==> config.mk <==
export PLATFORM = sky130hd
export DESIGN_NAME = imem_fetch_port
export DESIGN_NICKNAME = d
export VERILOG_FILES = /design/src/rtl/imem_pkg.sv /design/src/rtl/imem_rsp_fifo.sv /design/src/rtl/imem_fetch_port.sv
export SDC_FILE = /design/constraint.sdc
export NUM_CORES = 2
export LEC_CHECK = 0
export BUFFER_PORTS_ARGS = -buffer_cell sky130_fd_sc_hd__buf_2
export CORE_MARGIN = 3
export CORE_UTILIZATION = 40
export CTS_BUF_LIST = sky130_fd_sc_hd__clkbuf_8
export DETAILED_ROUTE_END_ITERATION = 8
export SETUP_SLACK_MARGIN = 0.1
export SKIP_CTS_REPAIR_TIMING = 1
export SLEW_MARGIN = 20
export SYNTH_ARGS = -nofsm -noshare
export SYNTH_HDL_FRONTEND = slang
export SYNTH_HIERARCHICAL = 1
export SYNTH_SLANG_ARGS = --single-unit
==> constraint.sdc <==
create_clock -name clk -period 11.9 [get_ports clk]
set_input_delay 1.785 -clock clk [delete_from_list [all_inputs] [get_ports clk]]
set_output_delay 1.785 -clock clk [all_outputs]
set_load 0.05 [all_outputs]
==> src/rtl/imem_pkg.sv <==
// Shared types and helpers for the instruction memory fetch port.
package imem_pkg;

    // Sequencer states: clear the storage, then serve fetches.
    typedef enum logic {
        INIT = 1'b0,
        RUN  = 1'b1
    } state_t;

    // Default instruction returned on errors and written by the clear.
    localparam logic [31:0] NOP_WORD_DEF = 32'h0000_0000;

    // Width of a word index able to address `depth` words (at least 1 bit).
    function automatic int idx_w(input int depth);
        return (depth > 2) ? $clog2(depth) : 1;
    endfunction

endpackage

==> src/rtl/imem_rsp_fifo.sv <==
// Two-entry first-word-fallthrough response FIFO with flush.
module imem_rsp_fifo #(
    parameter int           W         = 33,
    parameter logic [W-1:0] EMPTY_VAL = '0
) (
    input  logic         clk,
    input  logic         rst_n,
    input  logic         flush,
    input  logic         push,
    input  logic [W-1:0] din,
    input  logic         pop,
    output logic [W-1:0] dout,
    output logic [1:0]   count
);

    logic [W-1:0] entry_q [2];
    logic         rd_q;
    logic         wr_q;
    logic [1:0]   count_q;

    // Entry storage: written on push, never reset.
    // NOTE: storage arrays carry no reset; validity is tracked by count_q,
    // so resetting them would only add fan-out on rst_n for nothing.
    always_ff @(posedge clk) begin
        if (push && !flush) begin
            entry_q[wr_q] <= din;
        end
    end

    // Pointers and occupancy; flush empties the FIFO at the next edge.
    // NOTE: sequential state uses non-blocking assignments so every register
    // samples pre-edge values regardless of block evaluation order.
    always_ff @(posedge clk or negedge rst_n) begin
        if (!rst_n) begin
            rd_q    <= 1'b0;
            wr_q    <= 1'b0;
            count_q <= 2'd0;
        end else if (flush) begin
            rd_q    <= 1'b0;
            wr_q    <= 1'b0;
            count_q <= 2'd0;
        end else begin
            if (push) wr_q <= ~wr_q;
            if (pop)  rd_q <= ~rd_q;
            case ({push, pop})
                2'b10:   count_q <= count_q + 2'd1;
                2'b01:   count_q <= count_q - 2'd1;
                default: count_q <= count_q;
            endcase
        end
    end

    assign count = count_q;
    assign dout  = (count_q == 2'd0) ? EMPTY_VAL : entry_q[rd_q];

endmodule

==> src/rtl/imem_fetch_port.sv <==
// Writable instruction memory with valid/ready fetch, one-cycle read stage,
// buffered responses, flush and a hardware clear sequencer.
module imem_fetch_port
    import imem_pkg::*;
#(
    parameter int                DATA_W   = 32,
    parameter int                ADDR_W   = 32,
    parameter int                DEPTH    = 64,
    parameter logic [DATA_W-1:0] NOP_WORD = DATA_W'(NOP_WORD_DEF)
) (
    input  logic              clk,
    input  logic              rst_n,
    input  logic              req_valid,
    output logic              req_ready,
    input  logic [ADDR_W-1:0] req_addr,
    output logic              rsp_valid,
    input  logic              rsp_ready,
    output logic [DATA_W-1:0] rsp_instr,
    output logic              rsp_err,
    input  logic              flush,
    input  logic              prog_we,
    input  logic [ADDR_W-1:0] prog_addr,
    input  logic [DATA_W-1:0] prog_data,
    output logic              init_done
);

    localparam int IW = idx_w(DEPTH);
    localparam int XW = ADDR_W - 2;

    state_t            state_q, state_d;
    logic [IW-1:0]     cnt_q;
    logic [DATA_W-1:0] mem [DEPTH];

    logic [XW-1:0]     req_idx, prog_idx;
    logic              req_bad, prog_ok, bypass, accept;
    logic [DATA_W-1:0] rd_data;

    logic              s1_valid, s1_err;
    logic [DATA_W-1:0] s1_data;
    logic [1:0]        fifo_count, occ;
    logic              pop;

    assign req_idx  = req_addr[ADDR_W-1:2];
    assign prog_idx = prog_addr[ADDR_W-1:2];
    assign req_bad  = (req_addr[1:0] != 2'b00) || (req_idx >= XW'(DEPTH));
    assign prog_ok  = (state_q == RUN) && prog_we && (prog_addr[1:0] == 2'b00)
                      && (prog_idx < XW'(DEPTH));

    // Write-first: a same-cycle program write to the fetched word wins.
    assign bypass  = prog_ok && (prog_idx == req_idx);
    assign rd_data = bypass ? prog_data : mem[req_idx[IW-1:0]];

    // Single write port: clear sequencer during INIT, program port in RUN.
    always_ff @(posedge clk) begin
        if (state_q == INIT) begin
            mem[cnt_q] <= NOP_WORD;
        end else if (prog_ok) begin
            mem[prog_idx[IW-1:0]] <= prog_data;
        end
    end

    // State register.
    always_ff @(posedge clk or negedge rst_n) begin
        if (!rst_n) state_q <= INIT;
        else        state_q <= state_d;
    end

    // Next state: leave INIT once the last word has been cleared.
    // NOTE: state_d gets a default first so no path through the block leaves
    // it unassigned, which would otherwise infer a latch.
    always_comb begin
        state_d = state_q;
        if (state_q == INIT && cnt_q == IW'(DEPTH - 1)) state_d = RUN;
    end

    // Clear counter walks every word once while in INIT.
    always_ff @(posedge clk or negedge rst_n) begin
        if (!rst_n)                cnt_q <= '0;
        else if (state_q == INIT)  cnt_q <= cnt_q + 1'b1;
    end

    assign init_done = (state_q == RUN);
    assign pop       = rsp_valid && rsp_ready;
    assign occ       = fifo_count + {1'b0, s1_valid};
    assign req_ready = (state_q == RUN) && !flush && ((occ < 2'd2) || pop);
    assign accept    = req_valid && req_ready;

    // Read stage: captures data (or NOP on error) for each accepted request.
    always_ff @(posedge clk or negedge rst_n) begin
        if (!rst_n) begin
            s1_valid <= 1'b0;
            s1_err   <= 1'b0;
            s1_data  <= NOP_WORD;
        end else begin
            s1_valid <= accept && !flush;
            if (accept) begin
                s1_err  <= req_bad;
                s1_data <= req_bad ? NOP_WORD : rd_data;
            end
        end
    end

    imem_rsp_fifo #(
        .W         (DATA_W + 1),
        .EMPTY_VAL ({1'b0, NOP_WORD})
    ) u_rsp_fifo (
        .clk   (clk),
        .rst_n (rst_n),
        .flush (flush),
        .push  (s1_valid && !flush),
        .din   ({s1_err, s1_data}),
        .pop   (pop),
        .dout  ({rsp_err, rsp_instr}),
        .count (fifo_count)
    );

    assign rsp_valid = (fifo_count != 2'd0);

endmodule

==> results.md <==
- Status: completed
- Slew Limit Headroom: 0.189
- Peak supply drop: around 0.098 mV
- Initial core utilization: 0.403
- Num rows: between 150 and 200
- Hpwl dp: between 100,000 and 150,000 um
- Delay of the slowest critical-path stage: about 1.1 ns
- DRC: 0
- Antenna Violating Nets Remaining: 0
- Worst Skew: ~0.058 ns
- Htree depth: 5
- Sequential area share after synthesis: 0.763
- Layout cells sized above 1: 0.264
- Die width: about 470 um
- Nets: ~4,600
- Worst Path Buf+Inv: 3
- CP max stage cell: nor4_1
- Crit path kind: primary input to register
- Predominant post-synthesis flop cell: edfxtp_1
- First-pass GRT wire length: between 300,000 and 400,000 um
- Clk_lat worst skew: 1.04 ns
- Final critical-path share of the clock period: 0.445
- Pleak: roughly 26 nW
- FMAX: between 150 and 200 MHz
- Fillers: roughly 18,000
- Tmin final: ~5.3 ns
- Actual slew at the worst max-slew pin: between 1 and 1.5 ns
- Top-area cell type share of the netlist area: 0.750
- Crit-path cells: clkbuf_8, buf_4, nor2b_4, buf_4, a221oi_1, o21ai_0, a21oi_1, nor4_1, o21ai_1
- Element type at the critical path start: primary input
- RSZ-0062 raised after global routing: false
- Clock-pin transition on the worst setup and hold timing paths: approximately 0.060 ns
- Number of flops mapped to enable cells by yosys: 2,114
- Clk sink count: ~2,200
- Syn_nets: 4,178
- CTS tree: done
- Placed insts: ~7,000
- Max clock buf depth: 4
- Antenna violations before repair: 21
- Synth warn: 6
- Pin count of the biggest net entering global routing: 97
- Post-Synthesis Cells: about 4,100
- Max Fanout on Critical Path: 37
- Area delta synth->final: 12.5%
- Root Driver: clkbuf_8
- Total congestion overflow: 0
- Crit path DAT: around 6 ns
- Async set-reset flop share out of synthesis: 0.0208
- Routed WL: approximately 250,000 um
- DIE AREA: 0.217 mm2
- Setup TNS: 0 ns
- Synth area leaders: edfxtp_1 (75%), mux4_2 (10%), mux2i_1 (3.7%)
- Routed vias/inst: around 6.0
- Number of placed I/O pins: ~140
- Placer Congestion: 0.895
- HP Class: register to register
- DR vias: 45,000
- Pwr Density: around 150 mW/mm2
- TritonCTS buffer count: approximately 360
- Detailed Routing Iterations Pass 1: 6
- Die height: ~470 um
- Mapped Avg Cell Area: 20.8 um2
- Hold Fails Final Rpt: 0
- Max Slew Vio Count: 0
- Max-cap violations: 0
- GR Util All Layers: 0.228
- Syn Std Cell Area: around 0.085 mm2
- Final setup viols: 0
- Yosys reg bits: ~2,200
- Crit path required time: about 13 ns
- Yosys top cell by area: edfxtp_1
- Cell variety after synth: between 70 and 80
- Initial DRC count: around 6,200
- Critical path's most frequent cell: buf_4
- Wire length per cell: roughly 33 um
- Vias in the first global route: 44,700
- Non-filler cells, final: approximately 7,600
- Core region area: around 0.21 mm2
- IO buf count: 137
- Critical path's top delay family: simple AND/OR/NAND/NOR gates
- Endpoint class of the critical path: register
per-stage QoR:
stage | worst slack, ns | instance area [um2] | utilization | hold slack [ns] | power (mW)
finish | 6.61 | 95200 | 0.454 | 0.474 | 14.4
detailed placement | 5.89 | 89200 | 0.425 | 0.452 | 8.85
global placement | 5.96 | 89200 | 0.425 | 0.449 | 8.85
floorplan | 5.95 | 84700 | - | 0.434 | 8.66
CTS | 6.98 | 95200 | 0.453 | 0.468 | 14.5
global route | 6.66 | 95200 | 0.454 | 0.475 | 14.9
cell usage after synthesis (37+ instances only):
master	n
edfxtp_1	2114
mux4_2	381
mux2i_1	311
nor2_1	114
clkbuf_1	93
o21ai_0	75
nand2_1	67
a22oi_1	62
a221oi_1	58
a21oi_1	57
buf_2	56
nor3_1	55
and2_1	54
dfrtp_1	45
nand3_1	37
area by class of cell:
class	instances	area [um2]	share of cell area
Sequential cell	2159	64600	0.678
Multi-Input combinational cell	1673	18900	0.199
Clock buffer	370	5090	0.0535
Timing Repair Buffer	306	2110	0.0222
Clock inverter	229	935	0.00981
Antenna cell	10	25.0	0.000263
Tap cell	2805	3510	0.0368
Inverter	8	36.3	0.000381
path summary, 6_finish.rpt:
| check | from | to | slack [ns] | cells after the start |
|---|---|---|---|---|
| worst max-delay path | req_addr[4] | s1_data[0]$_DFFE_PN0P_ | 6.61 | 9 |
| worst min-delay path | s1_data[25]$_DFFE_PN0P_ | u_rsp_fifo/entry_q[1][25]$_DFFE_PP_ | 0.47 | 0 |
| worst max register to register | init_done$_DFFE_PN0P_ | mem[58][2]$_DFFE_PP_ | 7.05 | 8 |
| worst min register to register | s1_data[25]$_DFFE_PN0P_ | u_rsp_fifo/entry_q[1][25]$_DFFE_PP_ | 0.47 | 0 |
| max in group asynchronous | rst_n | u_rsp_fifo/rd_q$_DFFE_PN0P_ | 10.46 | 2 |
| min in group asynchronous | rst_n | s1_data[11]$_DFFE_PN0P_ | 0.89 | 2 |
power by group:
group	internal [mW]	switching [mW]	total, mW
clock network	2.87	2.84	5.71
logic	0.149	0.328	0.477
registers	8.22	0	8.22
total	11.2	3.17	14.4
state kept, by name, summed over array words and instances, names as in the netlist:
register,cells
u_rsp_fifo/entry_q,66
s1_valid,1
cnt_q,6
u_rsp_fifo/rd_q,1
u_rsp_fifo/wr_q,1
init_done,1
mem,2048
s1_data,32
u_rsp_fifo/count,2
s1_err,1
layer usage:
layer / part of all wire / global-route usage / up-vias
li1: - / - / 18000
met1: 0.39 / 0.313 / 23900
met2: 0.47 / 0.358 / 2667
met3: 0.10 / 0.0540 / 490
met4: 0.034 / 0.0758 / 6
met5: 0.00016 / 0 / -
cells by family (layout without fill, tap and decap cells):
group                    after synthesis  count (layout)  synth area share
multiplexers                         741             741             0.148
adder cells (fa/ha/maj)                1               1          0.000148
XOR/XNOR                              38              38           0.00393
buffers and inverters                243             913            0.0196
AO/OA/AOI/OAI                        452             452            0.0385
flip-flops                          2159            2159             0.763
AND/OR/NAND/NOR                      441             441            0.0264
other                                  0              10                 0
cells in the final DEF (no fill, tap or decap), drive strengths merged, types with 23 or more instances in the layout:
cell type     n
edfxtp     2114
mux4        402
clkbuf      371
mux2i       311
buf         305
inv         138
nor2        115
clkinv       93
o21ai        82
nand2        67
a221oi       63
a22oi        62
a21oi        57
nor3         56
and2         54
dfrtp        45
nand3        37
xnor2        36
a221o        30
a31oi        29
mux2         28
nor4         23
Note: power is estimated with default switching activity, not from simulation.
